$ cat src/rtl/rand_pkg.sv
// Shared types and helpers for the entropy whitening path.
// Latency: n/a (package only).
// Backpressure: n/a (package only).
package rand_pkg;

  // Pair extraction control states.
  typedef enum logic {
    IDLE    = 1'b0,
    EXTRACT = 1'b1
  } state_t;

  // Von Neumann pair codes {d[2k+1], d[2k]} that produce an output bit.
  localparam logic [1:0] PAIR_ONE  = 2'b10;
  localparam logic [1:0] PAIR_ZERO = 2'b01;

  // Ceiling log2, used for pointer and counter widths (minimum 1 bit).
  function automatic int clog2(input int value);
    int width;
    width = 1;
    for (int i = 1; i < 31; i++) begin
      if ((1 << i) < value) width = i + 1;
    end
    return width;
  endfunction

endpackage

$ cat src/rtl/rand_fifo.sv
// Generic first-word-fall-through FIFO: head word always visible on oData while not empty.
// Latency: a push into an empty FIFO is visible on the next cycle.
// Backpressure: push into a full FIFO is ignored unless a pop happens in the same cycle.
module rand_fifo
  import rand_pkg::*;
#(
  parameter int WIDTH = 16,
  parameter int DEPTH = 4
) (
  input  logic             iCLK,
  input  logic             iRST,
  input  logic             iPush,
  input  logic [WIDTH-1:0] iPushData,
  input  logic             iPop,
  output logic [WIDTH-1:0] oData,
  output logic             oFull,
  output logic             oEmpty
);

  localparam int AW = clog2(DEPTH);

  logic [WIDTH-1:0] mem [DEPTH];
  logic [AW-1:0]    wrPtr;
  logic [AW-1:0]    rdPtr;
  logic [AW:0]      count;
  logic             doPush;
  logic             doPop;

  assign oFull  = (count == (AW + 1)'(DEPTH));
  assign oEmpty = (count == '0);
  assign oData  = mem[rdPtr];

  // A full FIFO still accepts a push when the head leaves in the same cycle.
  assign doPop  = iPop & ~oEmpty;
  assign doPush = iPush & (~oFull | doPop);

  // Storage, pointers and occupancy; reset clears the array so oData reads 0.
  always_ff @(posedge iCLK) begin
    if (iRST) begin
      wrPtr <= '0;
      rdPtr <= '0;
      count <= '0;
      for (int i = 0; i < DEPTH; i++) mem[i] <= '0;
    end else begin
      if (doPush) begin
        mem[wrPtr] <= iPushData;
        wrPtr      <= wrPtr + AW'(1);
      end
      if (doPop) rdPtr <= rdPtr + AW'(1);
      case ({doPush, doPop})
        2'b10:   count <= count + (AW + 1)'(1);
        2'b01:   count <= count - (AW + 1)'(1);
        default: count <= count;
      endcase
    end
  end

endmodule

$ cat src/rtl/rand_vn_whiten.sv
// Von Neumann debiaser: one raw pair per cycle, surviving bits packed LSB-first into FIFO words.
// Latency: iValid at cycle t, word completing on pair k -> oValid at t+k+2; busy ws/2 cycles per word.
// Backpressure: raw words arriving while busy and packed words hitting a full FIFO are dropped (sticky oOvf).
// Optional build macro RAND_HEALTH_EN adds a repetition-count health test driving oFail.
module rand_vn_whiten
  import rand_pkg::*;
#(
  parameter int ws        = 16,
  parameter int DEPTH     = 4,
  parameter int REP_LIMIT = 4
) (
  input  logic          iCLK,
  input  logic          iRST,
  input  logic [ws-1:0] iData,
  input  logic          iValid,
  input  logic          iReady,
  output logic [ws-1:0] oData,
  output logic          oValid,
  output logic          oBusy,
  output logic          oOvf,
  output logic          oFail
);

  localparam int PW = clog2(ws / 2);
  localparam int CW = clog2(ws);

  state_t          state;
  state_t          nextState;
  logic [ws-1:0]   shiftReg;
  logic [PW-1:0]   pairCnt;
  logic [ws-1:0]   pack;
  logic [ws-1:0]   packNext;
  logic [CW-1:0]   packCnt;
  logic [1:0]      pair;
  logic            accept;
  logic            lastPair;
  logic            emitVld;
  logic            emitBit;
  logic            pushReq;
  logic            fifoFull;
  logic            fifoEmpty;
  logic            ovf;
  logic            failed;

  assign accept   = (state == IDLE) & iValid & ~failed;
  assign lastPair = (pairCnt == PW'(ws / 2 - 1));
  assign pair     = shiftReg[1:0];
  assign oBusy    = (state == EXTRACT);
  assign oValid   = ~fifoEmpty;
  assign oOvf     = ovf;
  assign oFail    = failed;

  // State register.
  always_ff @(posedge iCLK) begin
    if (iRST) state <= IDLE;
    else      state <= nextState;
  end

  // Next state: leave IDLE on an accepted word, return after the last pair.
  always_comb begin
    nextState = state;
    case (state)
      IDLE:    if (accept) nextState = EXTRACT;
      EXTRACT: if (lastPair) nextState = IDLE;
      default: nextState = IDLE;
    endcase
  end

  // Pair decode and packing; the completed word is pushed in the cycle its last bit lands.
  always_comb begin
    emitVld  = (state == EXTRACT) & ~failed & ((pair == PAIR_ONE) | (pair == PAIR_ZERO));
    emitBit  = (pair == PAIR_ONE);
    packNext = pack;
    if (emitVld) packNext[packCnt] = emitBit;
    pushReq  = emitVld & (packCnt == CW'(ws - 1));
  end

  // Raw-word shift register and pair counter.
  always_ff @(posedge iCLK) begin
    if (iRST) begin
      shiftReg <= '0;
      pairCnt  <= '0;
    end else if (accept) begin
      shiftReg <= iData;
      pairCnt  <= '0;
    end else if (state == EXTRACT) begin
      shiftReg <= {2'b00, shiftReg[ws-1:2]};
      pairCnt  <= pairCnt + PW'(1);
    end
  end

  // Pack register and bit count; partial words carry over between raw words.
  always_ff @(posedge iCLK) begin
    if (iRST) begin
      pack    <= '0;
      packCnt <= '0;
    end else if (emitVld) begin
      pack    <= packNext;
      packCnt <= pushReq ? '0 : packCnt + CW'(1);
    end
  end

  // Sticky overflow: raw word during extraction, or packed word into a full FIFO with no pop.
  always_ff @(posedge iCLK) begin
    if (iRST) ovf <= 1'b0;
    else if ((iValid && state == EXTRACT) || (pushReq && fifoFull && !iReady)) ovf <= 1'b1;
  end

`ifdef RAND_HEALTH_EN
  localparam int RW = clog2(REP_LIMIT + 1);

  logic [ws-1:0] lastWord;
  logic [RW-1:0] repCnt;
  logic [RW-1:0] repNext;
  logic          failReg;

  // Run length including the word being accepted; zero count means no previous word yet.
  always_comb begin
    repNext = RW'(1);
    if (repCnt != '0 && iData == lastWord) repNext = repCnt + RW'(1);
  end

  // Repetition tracker; once tripped, accept is blocked so the count freezes.
  always_ff @(posedge iCLK) begin
    if (iRST) begin
      lastWord <= '0;
      repCnt   <= '0;
      failReg  <= 1'b0;
    end else if (accept) begin
      lastWord <= iData;
      repCnt   <= repNext;
      if (repNext == RW'(REP_LIMIT)) failReg <= 1'b1;
    end
  end

  assign failed = failReg;
`else
  logic unusedRepLimit;
  assign unusedRepLimit = ^REP_LIMIT;
  assign failed         = 1'b0;
`endif

  rand_fifo #(
    .WIDTH (ws),
    .DEPTH (DEPTH)
  ) uFifo (
    .iCLK      (iCLK),
    .iRST      (iRST),
    .iPush     (pushReq),
    .iPushData (packNext),
    .iPop      (iReady),
    .oData     (oData),
    .oFull     (fifoFull),
    .oEmpty    (fifoEmpty)
  );

endmodule

$ cat config.mk
export PLATFORM = sky130hd
export DESIGN_NAME = rand_vn_whiten
export DESIGN_NICKNAME = d
export VERILOG_FILES = /design/src/rtl/rand_pkg.sv /design/src/rtl/rand_fifo.sv /design/src/rtl/rand_vn_whiten.sv
export SDC_FILE = /design/constraint.sdc
export NUM_CORES = 1
export LEC_CHECK = 0
export CAP_MARGIN = 20
export CORE_MARGIN = 2
export CORE_UTILIZATION = 45
export DETAILED_ROUTE_END_ITERATION = 7
export HOLD_SLACK_MARGIN = 0.02
export PLACE_DENSITY_LB_ADDON = 0.08
export SLEW_MARGIN = 20
export SYNTH_ARGS = -nofsm -noshare
export SYNTH_HDL_FRONTEND = slang
export SYNTH_SLANG_ARGS = --single-unit
$ cat constraint.sdc
create_clock -name iCLK -period 2.87 [get_ports iCLK]
set_input_delay 0.287 -clock iCLK [delete_from_list [all_inputs] [get_ports iCLK]]
set_output_delay 0.287 -clock iCLK [all_outputs]
set_load 0.05 [all_outputs]
==> results of run 1 <==
## per-stage QoR
step	setup slack, ns	area (sq um)
floorplan	-0.0808	5070
global placement	0.294	5550
detailed placement	0.245	5550
CTS	0.203	6180
global route	0.140	6180
finish	0.258	6180
## worst max path at each step
stage | from | end | slack (ns) | depth (start not counted)
finish | flip-flop | oData[13] | 0.26 | 3
global route | flip-flop | oData[8] | 0.14 | 3
CTS | flip-flop | oData[0] | 0.20 | 3
detailed placement | iReady | uFifo.count[2] | 0.24 | 10
global placement | iReady | uFifo.count[2] | 0.29 | 10
floorplan | oBusy | uFifo.mem[1][0] | -0.08 | 4
## flip-flops by register name, indices dropped and copies added, names as in the netlist, named ones only
| register | cells |
|---|---|
| shiftReg | 16 |
| pack | 15 |
| packCnt | 4 |
| oBusy | 1 |
| uFifo.wrPtr | 2 |
| oOvf | 1 |
| uFifo.count | 3 |
| uFifo.mem | 64 |
| uFifo.rdPtr | 2 |
| pairCnt | 3 |
## power by group through the flow
stage	Sequential (uW)	Clock, uW	Combinational, uW
6_report	1780	2230	232
5_1_grt	1780	2340	252
4_1_cts	1780	2260	235
3_5_place_dp	1810	0	235
3_3_place_gp	1810	0	231
2_1_floorplan	1810	0	148
## area by class of cell
| class | count | share of cell area |
|---|---|---|
| clock buffers | 17 | 0.0688 |
| inverters | 10 | 0.00607 |
| flip-flops and latches | 113 | 0.469 |
| multi-input cells | 258 | 0.318 |
| repair buffers | 51 | 0.0761 |
| clock inverters | 15 | 0.0338 |
| well taps | 140 | 0.0283 |
## cells by family after synthesis
logic type	synth area share
other	0.000739
buffers and inverters	0.0407
and+or+nand+nor	0.0977
DFF	0.572
AOI/OAI and AO/OA	0.123
muxes	0.134
xor gates and xnor gates	0.00863
adders and majority gates	0.0237
## placed cells by master (no fill, tap or decap), types with 2 or more instances in the layout
master,count
nor3b_1,4
or3_1,3
xnor2_1,2
bufinv_16,4
mux4_2,16
nand4_1,13
nand2_1,8
inv_1,10
a211oi_1,16
mux2_2,14
o21ai_1,2
nor2b_1,2
mux2i_1,16
nand4_4,3
buf_4,14
dfxtp_1,49
nor3_1,5
nand3b_1,4
a21oi_1,69
nand2b_1,3
o21ai_0,17
xor2_1,3
clkdlybuf4s50_1,36
ha_1,8
clkbuf_16,17
edfxtp_1,64
clkinv_4,3
nor2_1,30
nand3_1,5
inv_6,2
clkinvlp_4,6
## layer usage
metal,GRT usage,share of wire,vias to the layer above
met5,0,0,-
met4,0.100,0.027,0
met3,0.0582,0.040,30
met2,0.340,0.50,86
met1,0.237,0.43,1681
li1,-,-,1637
==> impl_metrics.py, run 1 <==
metrics = {
    "sta": {
        "timing.final.hold_violations": 0,
        "timing.max_slew.rel_slack": 0.478,
        "report.final.slew_viol_count": 0,
        "worst_slew_pin_slew_ns": 0.781,
        "setup_total_negative_slack_ns": 0,
        "fin_crit_ns": 2.61,
        "fin_worst_hold_slack_ns": 0.230,
        "setup-violations-final": 0,
        "rsz0062_at_grt": "no",
        "timing.final.crit_share": 0.910,
        "max_freq_mhz": 383,
        "timing.clock.skew_ns": 0.00529,
    },
    "clock_tree": {
        "cts_setup_buffers": 0,
        "cts-resized-gates": 0,
        "ctsHtreeMaxLevel": 4,
        "clock_latency_late_sink_ns": 0.41,
        "hold_buffers": 0,
        "root_buffer_cell": "clkbuf_16",
        "clock_tree_from_tritoncts": "done",
        "numCtsBuffers": 17,
        "clock_sink_count": 113,
        "ctsLongestPathBuffers": 2,
        "cts.clk_slew.worst_paths_ns": 0.05,
    },
    "grt": {
        "grt_first_pass_wirelength_um": 17900,
        "global_route.overflow_total": 0,
        "grt_max_degree": 40,
        "antenna_found_initial": 0,
        "groute.usage.overall": 0.202,
        "first_global_vias": 3615,
    },
    "die": {
        "floorplan.rows": 38,
        "initial_utilization": 0.464,
        "die_width_um": 110,
        "num_io_pins": 40,
        "floorplan.die.height_um": 110,
        "core_region_area_sq_um": 10900,
        "dieArea_sq_um": 12100,
    },
    "placed_design": {
        "placement.io_buffers": 38,
        "place_congestion": 0.791,
        "dp_hpwl_um": 6890,
        "dpl.cell_count": 572,
    },
    "cells_and_area": {
        "areaGrowthSynthToFinish_pct": 21.9,
        "area.sequential_sq_um": 2900,
        "layoutNonFillerInstCount": 604,
        "insertedDiodeCount": 0,
        "num-nets-final": 480,
        "layout.core_utilization": 0.566,
        "final.fill_count": 962,
        "multi_input_gate_area_sq_um": 1960,
        "drive_above_1_share": 0.177,
    },
    "job": {
        "drv_cap": 0,
    },
    "route": {
        "drt_drc_violations_left": 0,
        "drt_pre_antenna_iters": 4,
        "ant_nets": 0,
        "post_drt_wl_per_cell_um": 18.1,
        "route.detailed.vias_per_inst": 5.69,
        "detailedRoute.firstIterationViolations": 159,
        "drt-total-wl_um": 10900,
        "via_total_after_detailed_routing": 3434,
    },
    "yosys": {
        "synth_top_area_cell": "edfxtp_1",
        "syn_area_per_cell_sq_um": 12.4,
        "yosys.cell_count.top_type": "a21oi_1",
        "synth_nets": 438,
        "synth_top_cell_area_share": 0.379,
        "yosys-top-cells-area": "edfxtp_1 (38%), dfxtp_1 (19%), mux4_2 (7.1%), a21oi_1 (6.8%), mux2i_1 (3.2%)",
        "synth_top_cells_by_count": "a21oi_1 (69), edfxtp_1 (64), dfxtp_1 (49)",
        "synth.distinct_cells": 44,
        "ys_seq_elements": 113,
        "sequential_element_share_of_the_synthesized_area": 0.572,
        "postSynth.topFlopCell": "edfxtp_1",
        "synthesis.area_sq_um": 5070,
        "netlist_instances": 409,
        "synth-async-reset-ratio": 0,
        "post_synth_edffs": 64,
        "synth-warning-count": 0,
    },
    "worst_setup_path": {
        "cp_max_fo": 16,
        "crit_path_cell_trace": "buf_4, mux4_2, clkdlybuf4s50_1",
        "reg_to_reg_slack_setup_ns": 0.48,
        "critical_path.slowest_cell": "clkdlybuf4s50_1",
        "worst-endpoint-required_ns": 2.58,
        "critical_path.n_buffers_inverters": 2,
        "worst_setup_path_start_kind": "flip-flop",
        "cp_top_family": "buffers and inverters",
        "worstPathArrival_ns": 2.32,
        "rr_startpoint": "shiftReg[0]",
        "timing.critical_path.slowest_cell_delay_ns": 0.72,
        "worstSetupEndpointType": "output pin",
        "type_of_the_setup_path_with_the_least_slack": "flip-flop to output pin",
        "ff2ff_path_depth": 11,
        "worst_r2r_endpoint": "uFifo.count[2]",
    },
    "pwr": {
        "report.power.total_uw": 4240,
        "vdd_ir_drop_max_mv": 0.289,
        "swShare": 0.218,
        "cellInternalPower_uw": 3310,
        "power.static_leakage_uw": 0.00207,
        "p_per_area_nw_per_um2": 685,
        "sequential_power_share": 0.419,
        "comb_power_share": 0.055,
        "switchingPower_uw": 923,
        "p_clk_frac": 0.526,
    },
    "worst_hold_path": {
        "hold-path-cell-count": 2,
        "min_to": "pack[3]",
        "min_from": "iRST",
        "hp-class": "input port to flip-flop",
    },
    "run_status": {
        "outcome": "finished clean",
    },
}
(Power assumes the default switching activity.)
==> run 2: changes to the inputs <==
--- a/config.mk
+++ b/config.mk
@@ -10,7 +10,7 @@
 export CORE_UTILIZATION = 45
 export DETAILED_ROUTE_END_ITERATION = 7
 export HOLD_SLACK_MARGIN = 0.02
-export PLACE_DENSITY_LB_ADDON = 0.08
+export PLACE_DENSITY = 0.78
 export SLEW_MARGIN = 20
 export SYNTH_ARGS = -nofsm -noshare
 export SYNTH_HDL_FRONTEND = slang
==> run 2 against run 1 <==
Against the previous run: largest power group unchanged; first-iteration DRC count increased by 28%; critical endpoint is now oData[12]; via count rose by 1.9%; non-clock buffer count unchanged; highest routed layer unchanged; final cell count unchanged; combinational power barely moved; largest cell class unchanged; clock skew is 0.0019 ns higher; clock-buffer cell count did not move; critical path depth unchanged; register-to-register slack worse by 0.07 ns.
==> impl_metrics.py, run 2 (synthesis results as in run 1) <==
metrics = {
    "run_status": {
        "outcome": "finished clean",
    },
    "pwr": {
        "switchingPower_uw": 929,
        "power.static_leakage_uw": 0.00207,
        "p_clk_frac": 0.506,
        "sequential_power_share": 0.436,
        "vdd_ir_drop_max_mv": 0.425,
        "p_per_area_nw_per_um2": 663,
        "comb_power_share": 0.057,
        "swShare": 0.228,
        "cellInternalPower_uw": 3140,
        "report.power.total_uw": 4070,
    },
    "worst_setup_path": {
        "ff2ff_path_depth": 11,
        "timing.critical_path.slowest_cell_delay_ns": 0.72,
        "type_of_the_setup_path_with_the_least_slack": "flip-flop to output pin",
        "critical_path.slowest_cell": "clkdlybuf4s50_1",
        "rr_startpoint": "shiftReg[0]",
        "critical_path.n_buffers_inverters": 2,
        "cp_top_family": "buffers and inverters",
        "worstSetupEndpointType": "output pin",
        "worst-endpoint-required_ns": 2.58,
        "cp_max_fo": 16,
        "worstPathArrival_ns": 2.33,
        "worst_setup_path_start_kind": "flip-flop",
        "worst_r2r_endpoint": "uFifo.count[2]",
        "reg_to_reg_slack_setup_ns": 0.41,
        "crit_path_cell_trace": "buf_4, mux4_2, clkdlybuf4s50_1",
    },
    "cells_and_area": {
        "num-nets-final": 480,
        "postLayoutCellArea_sq_um": 6140,
        "area.sequential_sq_um": 2900,
        "largest_reg_flops": 64,
        "layout.cells.most_common_list": "a21oi_1 (69), edfxtp_1 (64), dfxtp_1 (49)",
        "drive_above_1_share": 0.170,
        "layout.core_utilization": 0.562,
        "final.fill_count": 911,
        "largest_register": "uFifo.mem",
        "areaGrowthSynthToFinish_pct": 21.0,
        "insertedDiodeCount": 0,
        "multi_input_gate_area_sq_um": 1960,
        "reg_top3": "uFifo.mem x64, shiftReg x16, pack x15",
        "final_common_cell": "a21oi_1",
    },
    "sta": {
        "setup-violations-final": 0,
        "timing.final.hold_violations": 0,
        "worst_slew_pin_slew_ns": 0.804,
        "timing.max_slew.rel_slack": 0.463,
        "fin_crit_ns": 2.62,
        "report.final.slew_viol_count": 0,
        "timing.clock.skew_ns": 0.00721,
        "timing.final.crit_share": 0.913,
        "max_freq_mhz": 382,
        "rsz0062_at_grt": "no",
    },
    "clock_tree": {
        "cts_setup_buffers": 0,
        "clock_sink_count": 113,
        "clock_latency_late_sink_ns": 0.41,
        "cts-resized-gates": 0,
        "cts.clk_slew.worst_paths_ns": 0.06,
        "root_buffer_cell": "clkbuf_16",
        "ctsHtreeMaxLevel": 4,
        "numCtsBuffers": 17,
        "clock_tree_from_tritoncts": "done",
        "ctsLongestPathBuffers": 2,
        "hold_buffers": 0,
    },
    "die": {
        "initial_utilization": 0.464,
        "floorplan.die.height_um": 110,
        "num_io_pins": 40,
        "dieArea_sq_um": 12100,
        "floorplan.rows": 38,
        "core_region_area_sq_um": 10900,
        "die_width_um": 110,
    },
    "route": {
        "via_total_after_detailed_routing": 3500,
        "ant_nets": 0,
        "route.detailed.vias_per_inst": 5.79,
        "post_drt_wl_per_cell_um": 17.9,
        "drt_pre_antenna_iters": 5,
        "detailedRoute.firstIterationViolations": 203,
        "drt-total-wl_um": 10800,
        "drt_drc_violations_left": 0,
    },
    "worst_hold_path": {
        "min_from": "shiftReg[6]",
        "min_to": "shiftReg[4]",
        "hold-path-cell-count": 2,
        "hp-class": "flip-flop to flip-flop",
    },
    "grt": {
        "global_route.overflow_total": 0,
        "antenna_found_initial": 0,
        "first_global_vias": 3552,
        "grt_first_pass_wirelength_um": 17500,
        "groute.usage.overall": 0.195,
        "grt_max_degree": 35,
    },
    "job": {
        "drv_cap": 0,
    },
    "placed_design": {
        "placement.io_buffers": 38,
        "detailed_place.area_sq_um": 5560,
        "dp_hpwl_um": 6780,
        "place_congestion": 0.857,
    },
}
[run 2: cell types whose count changed in the layout (fill, tap and decap cells not counted), sizes merged]
| cell | before | now |
|---|---|---|
| clkinvlp | 6 | 0 |
| clkinv | 3 | 8 |
| inv | 12 | 15 |
| buf | 15 | 13 |
| bufinv | 4 | 2 |
| clkdlybuf4s50 | 36 | 38 |
[run 2: stage by stage]
stage	hold WS (ns)	TNS, ns	instances	setup slack (ns)
2_1_floorplan	0.459	-2.59	409	-0.0808
3_3_place_gp	0.465	0	572	0.312
3_5_place_dp	0.487	0	572	0.127
4_1_cts	0.501	0	604	0.189
5_1_grt	0.530	0	604	0.151
6_report	0.499	0	604	0.250
[run 2: final cells by class]
type | instances | area share
sequential | 113 | 0.473
tap | 140 | 0.0285
multi-input combinational | 258 | 0.320
clock inverter | 15 | 0.0257
timing repair buffer | 51 | 0.0778
inverter | 10 | 0.00611
clock buffer | 17 | 0.0693
[run 2: layer usage]
metal / global-route usage / wire length, um
met1: 0.231 / 4540
met2: 0.328 / 5420
met3: 0.0588 / 655
met4: 0.0821 / 186
met5: 0 / 0
[run 2: worst max path at each step]
stage | from | end | slack (ns) | cells past startpoint
after floorplan | oBusy | uFifo.mem[1][0] | -0.08 | 4
after global placement | iReady | uFifo.count[2] | 0.31 | 10
after detailed placement | iReady | uFifo.count[2] | 0.13 | 10
after CTS | flip-flop | oData[12] | 0.19 | 3
after global routing | flip-flop | oData[8] | 0.15 | 3
final | flip-flop | oData[12] | 0.25 | 3
[run 2: worst reg2reg max path: cells and delay by family, from the launching register on]
family / cells / cell delay [ns]
fa+ha+maj: 3 / 0.76
flops: 1 / 0.33
xor+xnor: 1 / 0.08
simple gates: 3 / 0.82
buf+inv: 3 / 0.24
compound gates: 1 / 0.17
[run 2: power groups by stage]
stage | Combinational, uW | Clock, uW | Sequential, uW
after CTS | 235 | 2090 | 1780
after global routing | 252 | 2160 | 1780
final | 234 | 2060 | 1780
after floorplan | 148 | 0 | 1810
after global placement | 227 | 0 | 1810
after detailed placement | 234 | 0 | 1810
